## config.mk

```make
export PLATFORM = sky130hd
export DESIGN_NAME = i2c_target_regs
export DESIGN_NICKNAME = d
export VERILOG_FILES = /design/src/rtl/i2c_target_regs.sv
export SDC_FILE = /design/constraint.sdc
export NUM_CORES = 1
export LEC_CHECK = 0
export CAP_MARGIN = 20
export CORE_ASPECT_RATIO = 0.6
export CORE_MARGIN = 1
export CORE_UTILIZATION = 57
export DETAILED_ROUTE_END_ITERATION = 12
export GPL_TIMING_DRIVEN = 1
export MAX_ROUTING_LAYER = met4
export PLACE_DENSITY = 0.94
export RECOVER_POWER = 50
export SLEW_MARGIN = 20
export SYNTH_ARGS = -nofsm -noshare
export SYNTH_HDL_FRONTEND = slang
export SYNTH_SLANG_ARGS = --single-unit
```

## constraint.sdc

```tcl
create_clock -name clk -period 4.3 [get_ports clk]
set_input_delay 1.075 -clock clk [delete_from_list [all_inputs] [get_ports clk]]
set_output_delay 1.075 -clock clk [all_outputs]
set_load 0.01 [all_outputs]
```

## src/rtl/i2c_target_regs.sv

```systemverilog
// I2C target with a byte-wide register file exposed as a flat bus.
// Latency: pins -> filtered levels 2+FILT clk; SDA changes HOLD clk after a detected SCL fall.
// Backpressure: none; never stretches SCL, so the external master sets the pace.
module i2c_target_regs #(
  parameter logic [6:0] DEV_ADDR = 7'h42,
  parameter int         NREGS    = 16,
  parameter int         FILT     = 3,
  parameter int         HOLD     = 4,
  localparam int        IW       = $clog2(NREGS)
) (
  input  logic               clk,
  input  logic               rst,
  input  logic               scl_i,
  output logic               scl_oe,
  output logic               scl_o,
  input  logic               sda_i,
  output logic               sda_oe,
  output logic               sda_o,
  output logic [NREGS*8-1:0] regs,
  output logic               wr_stb,
  output logic [IW-1:0]      wr_idx,
  output logic               busy
);

  localparam int FW = $clog2(FILT + 1);
  localparam int HW = $clog2(HOLD + 1);

  typedef enum logic [2:0] {
    S_IDLE, S_ADDR, S_REG, S_WDATA, S_RDATA, S_MACK, S_ACK, S_IGNORE
  } state_t;

  logic [1:0]    scl_sync_q, sda_sync_q;
  logic [FW-1:0] scl_cnt_q, sda_cnt_q;
  logic          scl_f_q, sda_f_q, scl_p_q, sda_p_q;
  logic          scl_rise, scl_fall, start_det, stop_det;

  state_t        state_q, state_d, nxt_q, nxt_d;
  logic [3:0]    bitcnt_q, bitcnt_d;
  logic [7:0]    sh_q, sh_d;
  logic [IW-1:0] ptr_q, ptr_d;
  logic          oe_q, oe_d, pend_q, pend_d;
  logic [HW-1:0] hcnt_q, hcnt_d;
  logic          busy_q, busy_d;
  logic          wr_stb_q, wr_stb_d;
  logic [IW-1:0] wr_idx_q, wr_idx_d;
  logic          wr_en;
  logic [7:0]    rx_byte;
  logic [7:0]    regs_q [NREGS];

  // two-flop synchronizers; idle bus level is high
  always_ff @(posedge clk) begin
    if (rst) begin
      scl_sync_q <= 2'b11;
      sda_sync_q <= 2'b11;
    end else begin
      scl_sync_q <= {scl_sync_q[0], scl_i};
      sda_sync_q <= {sda_sync_q[0], sda_i};
    end
  end

  // glitch filter: a new level is taken after FILT consecutive differing samples
  always_ff @(posedge clk) begin
    if (rst) begin
      scl_f_q   <= 1'b1;
      sda_f_q   <= 1'b1;
      scl_p_q   <= 1'b1;
      sda_p_q   <= 1'b1;
      scl_cnt_q <= '0;
      sda_cnt_q <= '0;
    end else begin
      if (scl_sync_q[1] == scl_f_q) begin
        scl_cnt_q <= '0;
      end else if (scl_cnt_q == FW'(FILT - 1)) begin
        scl_f_q   <= scl_sync_q[1];
        scl_cnt_q <= '0;
      end else begin
        scl_cnt_q <= scl_cnt_q + 1'b1;
      end
      if (sda_sync_q[1] == sda_f_q) begin
        sda_cnt_q <= '0;
      end else if (sda_cnt_q == FW'(FILT - 1)) begin
        sda_f_q   <= sda_sync_q[1];
        sda_cnt_q <= '0;
      end else begin
        sda_cnt_q <= sda_cnt_q + 1'b1;
      end
      scl_p_q <= scl_f_q;
      sda_p_q <= sda_f_q;
    end
  end

  assign scl_rise  = scl_f_q & ~scl_p_q;
  assign scl_fall  = ~scl_f_q & scl_p_q;
  assign start_det = scl_f_q & scl_p_q & sda_p_q & ~sda_f_q;
  assign stop_det  = scl_f_q & scl_p_q & ~sda_p_q & sda_f_q;
  assign rx_byte   = {sh_q[6:0], sda_f_q};

  // protocol FSM: next state, pointer, and the delayed SDA drive value
  always_comb begin
    state_d  = state_q;
    nxt_d    = nxt_q;
    bitcnt_d = bitcnt_q;
    sh_d     = sh_q;
    ptr_d    = ptr_q;
    oe_d     = oe_q;
    pend_d   = pend_q;
    hcnt_d   = hcnt_q;
    busy_d   = busy_q;
    wr_stb_d = 1'b0;
    wr_idx_d = wr_idx_q;
    wr_en    = 1'b0;

    // SDA only moves HOLD cycles after the SCL fall that scheduled it
    if (hcnt_q != '0) begin
      hcnt_d = hcnt_q - 1'b1;
      if (hcnt_q == HW'(1)) oe_d = pend_q;
    end

    if (stop_det) begin
      state_d = S_IDLE;
      oe_d    = 1'b0;
      hcnt_d  = '0;
      busy_d  = 1'b0;
    end else if (start_det) begin
      state_d  = S_ADDR;
      bitcnt_d = '0;
      oe_d     = 1'b0;
      hcnt_d   = '0;
    end else begin
      case (state_q)
        S_ADDR, S_REG, S_WDATA: begin
          if (scl_rise) begin
            sh_d     = rx_byte;
            bitcnt_d = bitcnt_q + 4'd1;
            if (bitcnt_q == 4'd7) begin
              bitcnt_d = '0;
              if (state_q == S_ADDR) begin
                if (rx_byte[7:1] == DEV_ADDR) begin
                  busy_d  = 1'b1;
                  state_d = S_ACK;
                  if (rx_byte[0]) begin
                    nxt_d = S_RDATA;
                    sh_d  = regs_q[ptr_q];
                  end else begin
                    nxt_d = S_REG;
                  end
                end else begin
                  busy_d  = 1'b0;
                  state_d = S_IGNORE;
                end
              end else if (state_q == S_REG) begin
                ptr_d   = rx_byte[IW-1:0];
                state_d = S_ACK;
                nxt_d   = S_WDATA;
              end else begin
                wr_en    = 1'b1;
                wr_stb_d = 1'b1;
                wr_idx_d = ptr_q;
                ptr_d    = ptr_q + 1'b1;
                state_d  = S_ACK;
                nxt_d    = S_WDATA;
              end
            end
          end else if (scl_fall) begin
            // release after an ACK we gave on the previous 9th clock
            pend_d = 1'b0;
            hcnt_d = HW'(HOLD);
          end
        end
        S_ACK: begin
          if (scl_fall) begin
            pend_d = 1'b1;
            hcnt_d = HW'(HOLD);
          end else if (scl_rise) begin
            state_d  = nxt_q;
            bitcnt_d = '0;
          end
        end
        S_RDATA: begin
          if (scl_rise) begin
            bitcnt_d = bitcnt_q + 4'd1;
          end else if (scl_fall) begin
            hcnt_d = HW'(HOLD);
            if (bitcnt_q == 4'd8) begin
              pend_d  = 1'b0;
              ptr_d   = ptr_q + 1'b1;
              state_d = S_MACK;
            end else begin
              pend_d = ~sh_q[3'd7 - bitcnt_q[2:0]];
            end
          end
        end
        S_MACK: begin
          if (scl_rise) begin
            if (!sda_f_q) begin
              sh_d     = regs_q[ptr_q];
              bitcnt_d = '0;
              state_d  = S_RDATA;
            end else begin
              state_d = S_IGNORE;
            end
          end
        end
        default: begin
          // IDLE / IGNORE: hold until START or STOP
        end
      endcase
    end
  end

  // FSM and datapath state registers
  always_ff @(posedge clk) begin
    if (rst) begin
      state_q  <= S_IDLE;
      nxt_q    <= S_IDLE;
      bitcnt_q <= '0;
      sh_q     <= '0;
      ptr_q    <= '0;
      oe_q     <= 1'b0;
      pend_q   <= 1'b0;
      hcnt_q   <= '0;
      busy_q   <= 1'b0;
      wr_stb_q <= 1'b0;
      wr_idx_q <= '0;
    end else begin
      state_q  <= state_d;
      nxt_q    <= nxt_d;
      bitcnt_q <= bitcnt_d;
      sh_q     <= sh_d;
      ptr_q    <= ptr_d;
      oe_q     <= oe_d;
      pend_q   <= pend_d;
      hcnt_q   <= hcnt_d;
      busy_q   <= busy_d;
      wr_stb_q <= wr_stb_d;
      wr_idx_q <= wr_idx_d;
    end
  end

  // register file: written on the 8th rising edge of a completed data byte
  always_ff @(posedge clk) begin
    if (rst) begin
      for (int k = 0; k < NREGS; k++) regs_q[k] <= '0;
    end else if (wr_en) begin
      regs_q[ptr_q] <= rx_byte;
    end
  end

  for (genvar g = 0; g < NREGS; g++) begin : g_flat
    assign regs[8*g +: 8] = regs_q[g];
  end

  assign scl_oe = 1'b0;
  assign scl_o  = 1'b0;
  assign sda_o  = 1'b0;
  assign sda_oe = oe_q;
  assign busy   = busy_q;
  assign wr_stb = wr_stb_q;
  assign wr_idx = wr_idx_q;

endmodule

```

==> metrics.cfg, run 1 <==
[global_routing]
grt_usage=0.355
grt_start_max_net_pins=34
grt_pass1_vias=6267
antenna_found_initial=0
grt_first_pass_wirelength_um=36700
grt_overflow_total=0

[detailed_routing]
dr.pass1.iters=6
drc=0
drt_wl_total_um=25000
drt_iter0_markers=1178
via_count=6834
ant_nets=0
post_drt_wl_per_cell_um=24.1
vias_per_cell=6.60

[floorplan]
core_mm2=0.0139
start_util=0.594
dieWidth_um=158
die_h_um=95.3
std_cell_rows=33
die_area_mm2=0.0150
pin_count=142

[clock_tree]
cts_tree=built
root_buffer=clkbuf_16
cts_buffer_depth=2
clock_sinks=177
insertion_delay_ns=0.44
cts-resized-gates=0
cts-buffers-inserted=17
ctsHtreeMaxLevel=4
cts_hold_buf=0
clkSlewWorstSetupHoldPaths_ns=0.07
cts_setup_buffers=0

[power]
switching_share=0.261
intPower_uw=2910
peakVddDrop_v=0.000281
p_sw_uw=1030
p_leak_uw=0.00367
pwr-share-comb=0.113
sequentialPowerShare=0.501
p_clk_frac=0.386
pwr_density_cell_mw_per_mm2=383

[yosys]
yosys_warnings=0
synth_edf_count=128
ys_ff_latch=177
syn_avg_cell_area_um2=11.6
synth_top_cell_by_area=edfxtp_1
synth_ff_type=edfxtp_1
synthArstFlopShare=0
synth_cell_types=64
postSynthCellCount=710
ys_top_cells_by_area=edfxtp_1 46%, dfxtp_1 12%, mux4_2 9.3%
synth_top_area_share=0.465
yosysSeqAreaShare=0.583
synthesis.area_mm2=0.00827

[setup_path]
end_kind=flip-flop
worst-r2r-cell-count=6
max_stage_delay_ns=0.84
critical_path.top_delay_family=simple AND/OR/NAND/NOR gates
start_kind=flip-flop
worst-path-buf-inv=0
path_depth=6
path_max_fanout=17
setup.worst_path.class=reg -> reg
path_cells=ha_1 > and3b_1 > nand3_1 > nor2_1 > nand2_1 > o21ai_1
slowest_stage=o21ai_1
arrival_ns=3.63
crit_required_ns=4.35

[worst_hold_path]
holdPathStages=1
hold_path_class=reg -> reg

[status]
status=finished clean

[final_layout]
fill_cells=851
insertedDiodeCount=0
finish.utilization=0.738
final_common_cell=nor2_1
synthToLayoutAreaGrowth_pct=24.2
drive_gt1_frac=0.120
mostFrequentLayoutCells=157 x nor2_1, 128 x edfxtp_1, 116 x dlygate4sd3_1
fin_area_mm2=0.0103
layout.cells.non_filler=1036
nets=846

[place]
dpl.cell_count=1004
place.gp.congestion=0.947
dpl-instance-area_mm2=0.00973
io_buffer_count=138
dpl.hpwl_um=17200

[timing]
setup_viol=0
rsz0062_at_grt=no
slew_violations=0
finalHoldViolCount=0
period_needed_ns=3.58
relSlewSlack=0.0580
post-route-period-util=0.832
worst_pin_slew_ns=1.41
fmax_mhz=280
fin_skew_ns=0.0173
tns_ns=0

[run]
drv_cap=0

synthesized netlist by cell type, drive strengths merged, types with 4 or more instances:
cell / n
nor2b: 9
o21ai: 23
mux4: 34
a211oi: 7
nor3: 5
edfxtp: 128
clkbuf: 16
and2: 5
buf: 38
nand2: 65
inv: 14
or2: 8
nand3: 24
a21o: 8
ha: 11
nand4: 4
o31ai: 7
dfxtp: 49
a22oi: 7
nor3b: 7
a21oi: 30
nor2: 157
a31oi: 4
mux2i: 4
nand2b: 9
layout make-up:
type                    count  area [um^2]  area share
multi-input cells         467         3080       0.300
repair buffers            154         1490       0.145
flip-flops and latches    177         4820       0.470
clock buffers              19          464      0.0452
well taps                 192          240      0.0234
clock inverters            13          110      0.0107
inverters                  14         52.6     0.00512
metal layers:
| layer | global-route usage | up-vias | routed length [um] |
|---|---|---|---|
| met5 | - | - | 0 |
| met3 | 0.110 | 109 | 4150 |
| li1 | - | 2795 | - |
| met2 | 0.510 | 700 | 10800 |
| met4 | 0.108 | 0 | 837 |
| met1 | 0.486 | 3230 | 9200 |
logic make-up (layout without fill, tap and decap cells):
group | after synthesis | after routing | share of synthesized area
other | 1 | 3 | 0.000453
DFF | 177 | 177 | 0.583
xor gates and xnor gates | 5 | 5 | 0.00530
adders and majority gates | 11 | 11 | 0.0166
AOI/OAI and AO/OA | 100 | 100 | 0.0802
muxes | 38 | 38 | 0.0974
buffers and inverters | 68 | 200 | 0.0421
and+or+nand+nor | 310 | 310 | 0.175
worst register-to-register path, cell delays in order, from the launching register on:
cell     delay, ns
dfxtp_1       0.46
ha_1          0.25
and3b_1       0.35
nand3_1       0.34
nor2_1        0.46
nand2_1       0.49
o21ai_1       0.85
state kept, by name, summed over array words and instances, names as in the netlist, 2 cells and up, named ones only:
signal,count
regs_q,128
sh_q,8
bitcnt_q,4
ptr_q,4
wr_idx,4
hcnt_q,3
nxt_q,3
state_q,3
scl_cnt_q,2
scl_sync_q,2
sda_cnt_q,2
sda_sync_q,2
power groups by stage:
stage / logic (uW) / registers (uW) / clock network [uW]
4_1_cts: 462 / 1970 / 1510
5_1_grt: 477 / 1980 / 1570
3_3_place_gp: 439 / 2000 / 0
6_report: 445 / 1970 / 1520
3_5_place_dp: 452 / 2000 / 0
2_1_floorplan: 298 / 1990 / 0
path summary, 6_finish.rpt:
check	start	to	slack, ns
min	scl_cnt_q[0]$_SDFF_PP0_	scl_cnt_q[0]$_SDFF_PP0_	0.41
max reg2reg	bitcnt_q[1]$_SDFFE_PP0P_	regs_q[10][7]$_SDFFCE_PN0P_	0.72
min reg2reg	scl_cnt_q[0]$_SDFF_PP0_	scl_cnt_q[0]$_SDFF_PP0_	0.41
max	bitcnt_q[1]$_SDFFE_PP0P_	regs_q[10][7]$_SDFFCE_PN0P_	0.72
per-stage QoR:
stage	power [uW]	hold WS, ns	worst slack [ns]
4_1_cts	3940	0.414	0.978
2_1_floorplan	2290	0.389	1.43
3_5_place_dp	2460	0.403	0.597
5_1_grt	4030	0.425	0.546
3_3_place_gp	2440	0.393	0.725
6_report	3940	0.414	0.724
No activity file was read; power rests on OpenSTA's default activity.
==> inputs of run 2 (changes only) <==
--- a/config.mk
+++ b/config.mk
@@ -8,11 +8,11 @@
 export CAP_MARGIN = 20
 export CORE_ASPECT_RATIO = 0.6
 export CORE_MARGIN = 1
-export CORE_UTILIZATION = 57
+export CORE_UTILIZATION = 53
 export DETAILED_ROUTE_END_ITERATION = 12
 export GPL_TIMING_DRIVEN = 1
 export MAX_ROUTING_LAYER = met4
-export PLACE_DENSITY = 0.94
+export PLACE_DENSITY = 0.89
 export RECOVER_POWER = 50
 export SLEW_MARGIN = 20
 export SYNTH_ARGS = -nofsm -noshare
==> constraint.sdc (replaced) <==
create_clock -name clk -period 3.7 [get_ports clk]
set_input_delay 0.925 -clock clk [delete_from_list [all_inputs] [get_ports clk]]
set_output_delay 0.925 -clock clk [all_outputs]
set_load 0.01 [all_outputs]
==> run 2 against run 1 <==
Net effect:
- final area increased by 0.33%
- critical endpoint is now regs_q[7][2]$_SDFFCE_PN0P_
- register-to-register slack got worse by 0.09 ns
- routed wire length decreased by 0.97%
- largest power group unchanged
- largest cell class unchanged
==> metrics.cfg, run 2 (synthesis results as in run 1) <==
[setup_path]
path_cells=ha_1 > and3b_1 > nand3_1 > nor2_4 > nand2_2 > buf_4 > o21ai_0 > buf_4
path_max_fanout=25
cp_common_cell=buf_4
worst-r2r-cell-count=8
start_kind=flip-flop
r2r-start=bitcnt_q[0]$_SDFFE_PP0P_
setup.worst_path.class=reg -> reg
reg2reg_slack_ns=0.63
slowest_stage=dfxtp_1
max_stage_delay_ns=0.48
arrival_ns=3.22
r2r-end=regs_q[7][2]$_SDFFCE_PN0P_
crit_required_ns=3.85
end_kind=flip-flop

[clock_tree]
cts_setup_buffers=0
root_buffer=clkbuf_16
clkSlewWorstSetupHoldPaths_ns=0.07
ctsHtreeMaxLevel=4
cts-buffers-inserted=17
cts-resized-gates=0
clock_sinks=177
cts_buffer_depth=2
cts_tree=built
cts_hold_buf=0
insertion_delay_ns=0.44

[final_layout]
reg.largest.list=regs_q: 128 flops, sh_q: 8 flops
nets=851
mostFrequentLayoutCells=156 x nor2_1, 136 x dlygate4sd3_1, 128 x edfxtp_1
final_common_cell=nor2_1
synthToLayoutAreaGrowth_pct=24.6
drive_gt1_frac=0.124
fin_area_mm2=0.0103
regMostFlops=regs_q
largest_register_ffs=128
finish.utilization=0.694
insertedDiodeCount=0

[place]
io_buffer_count=138
place.gp.congestion=0.946
dpl-instance-area_mm2=0.00976
dpl.hpwl_um=17500

[status]
status=finished clean

[detailed_routing]
dr.pass1.iters=6
via_count=6741
vias_per_cell=6.44
ant_nets=0
drc=0
drt_wl_total_um=24700
drt_iter0_markers=922
post_drt_wl_per_cell_um=23.6

[timing]
slew_violations=0
fin_skew_ns=0.00900
period_needed_ns=3.07
relSlewSlack=0.414
worst_pin_slew_ns=0.872
finalHoldViolCount=0
fmax_mhz=326
tns_ns=0
rsz0062_at_grt=no
setup_viol=0
post-route-period-util=0.830

[power]
p_leak_uw=0.00369
peakVddDrop_v=0.000286
power.total_uw=4620
pwr_density_cell_mw_per_mm2=448

[worst_hold_path]
holdPathEnd=scl_cnt_q[0]$_SDFF_PP0_
hold_start=scl_cnt_q[0]$_SDFF_PP0_
holdPathStages=1
hold_path_class=reg -> reg

[floorplan]
die_area_mm2=0.0161
dieWidth_um=163
pin_count=142
std_cell_rows=34
start_util=0.557
core_mm2=0.0148
die_h_um=98.8

[global_routing]
grt_overflow_total=0
grt_start_max_net_pins=36
grt_usage=0.326
grt_first_pass_wirelength_um=37000
grt_pass1_vias=6189
antenna_found_initial=0

[run]
drv_cap=0

==> run 2: cell count changes in the layout (fill, tap and decap cells not counted), sizes merged <==
cell,delta
clkinv,-2
dlygate4sd3,+20
inv,+1
clkinvlp,+3
buf,+5
clkdlybuf4s50,-20
clkbuf,-2
==> run 2: layer usage <==
| layer | vias up | routed length, um | GRT usage |
|---|---|---|---|
| li1 | 2789 | - | - |
| met1 | 3282 | 10100 | 0.487 |
| met2 | 622 | 10700 | 0.448 |
| met3 | 48 | 3610 | 0.0791 |
| met4 | 0 | 380 | 0.0705 |
| met5 | - | 0 | - |
==> run 2: worst max-delay path by stage <==
stage	startpoint	end	depth (start not counted)
after floorplan	rst	regs_q[3][0]$_SDFFCE_PN0P_	5
after global placement	rst	regs_q[12][5]$_SDFFCE_PN0P_	5
after detailed placement	rst	regs_q[0][4]$_SDFFCE_PN0P_	5
after CTS	bitcnt_q[0]$_SDFFE_PP0P_	regs_q[0][1]$_SDFFCE_PN0P_	6
after global routing	bitcnt_q[0]$_SDFFE_PP0P_	regs_q[12][5]$_SDFFCE_PN0P_	6
final	bitcnt_q[0]$_SDFFE_PP0P_	regs_q[7][2]$_SDFFCE_PN0P_	8
==> run 2: layout make-up <==
class	instances	area [um^2]
clock buffers	17	425
repair buffers	159	1530
fillers	978	4540
clock inverters	15	151
multi-input cells	467	3070
inverters	14	52.6
flip-flops and latches	177	4830
well taps	198	248
==> run 2: where the power goes <==
group          total [uW]  internal (uW)  leakage (uW)  switching, uW
Combinational         544            223       0.00170            321
Clock                1800            952      0.000275            852
Sequential           2270           2200       0.00172           69.6
==> run 2: worst max-delay path, delay by kind of cell, from the launching register on <==
family | cells | cell delay [ns]
compound gates | 1 | 0.32
fa+ha+maj | 1 | 0.26
buf+inv | 2 | 0.52
flops | 1 | 0.48
simple gates | 4 | 1.20
==> run 2: metrics by stage <==
step	instances	hold WS (ns)	setup WS, ns
final	1047	0.411	0.629
after global routing	1047	0.431	0.443
after CTS	1046	0.416	0.320
after detailed placement	1014	0.404	0.123
after global placement	1014	0.392	0.262
after floorplan	712	0.389	0.984
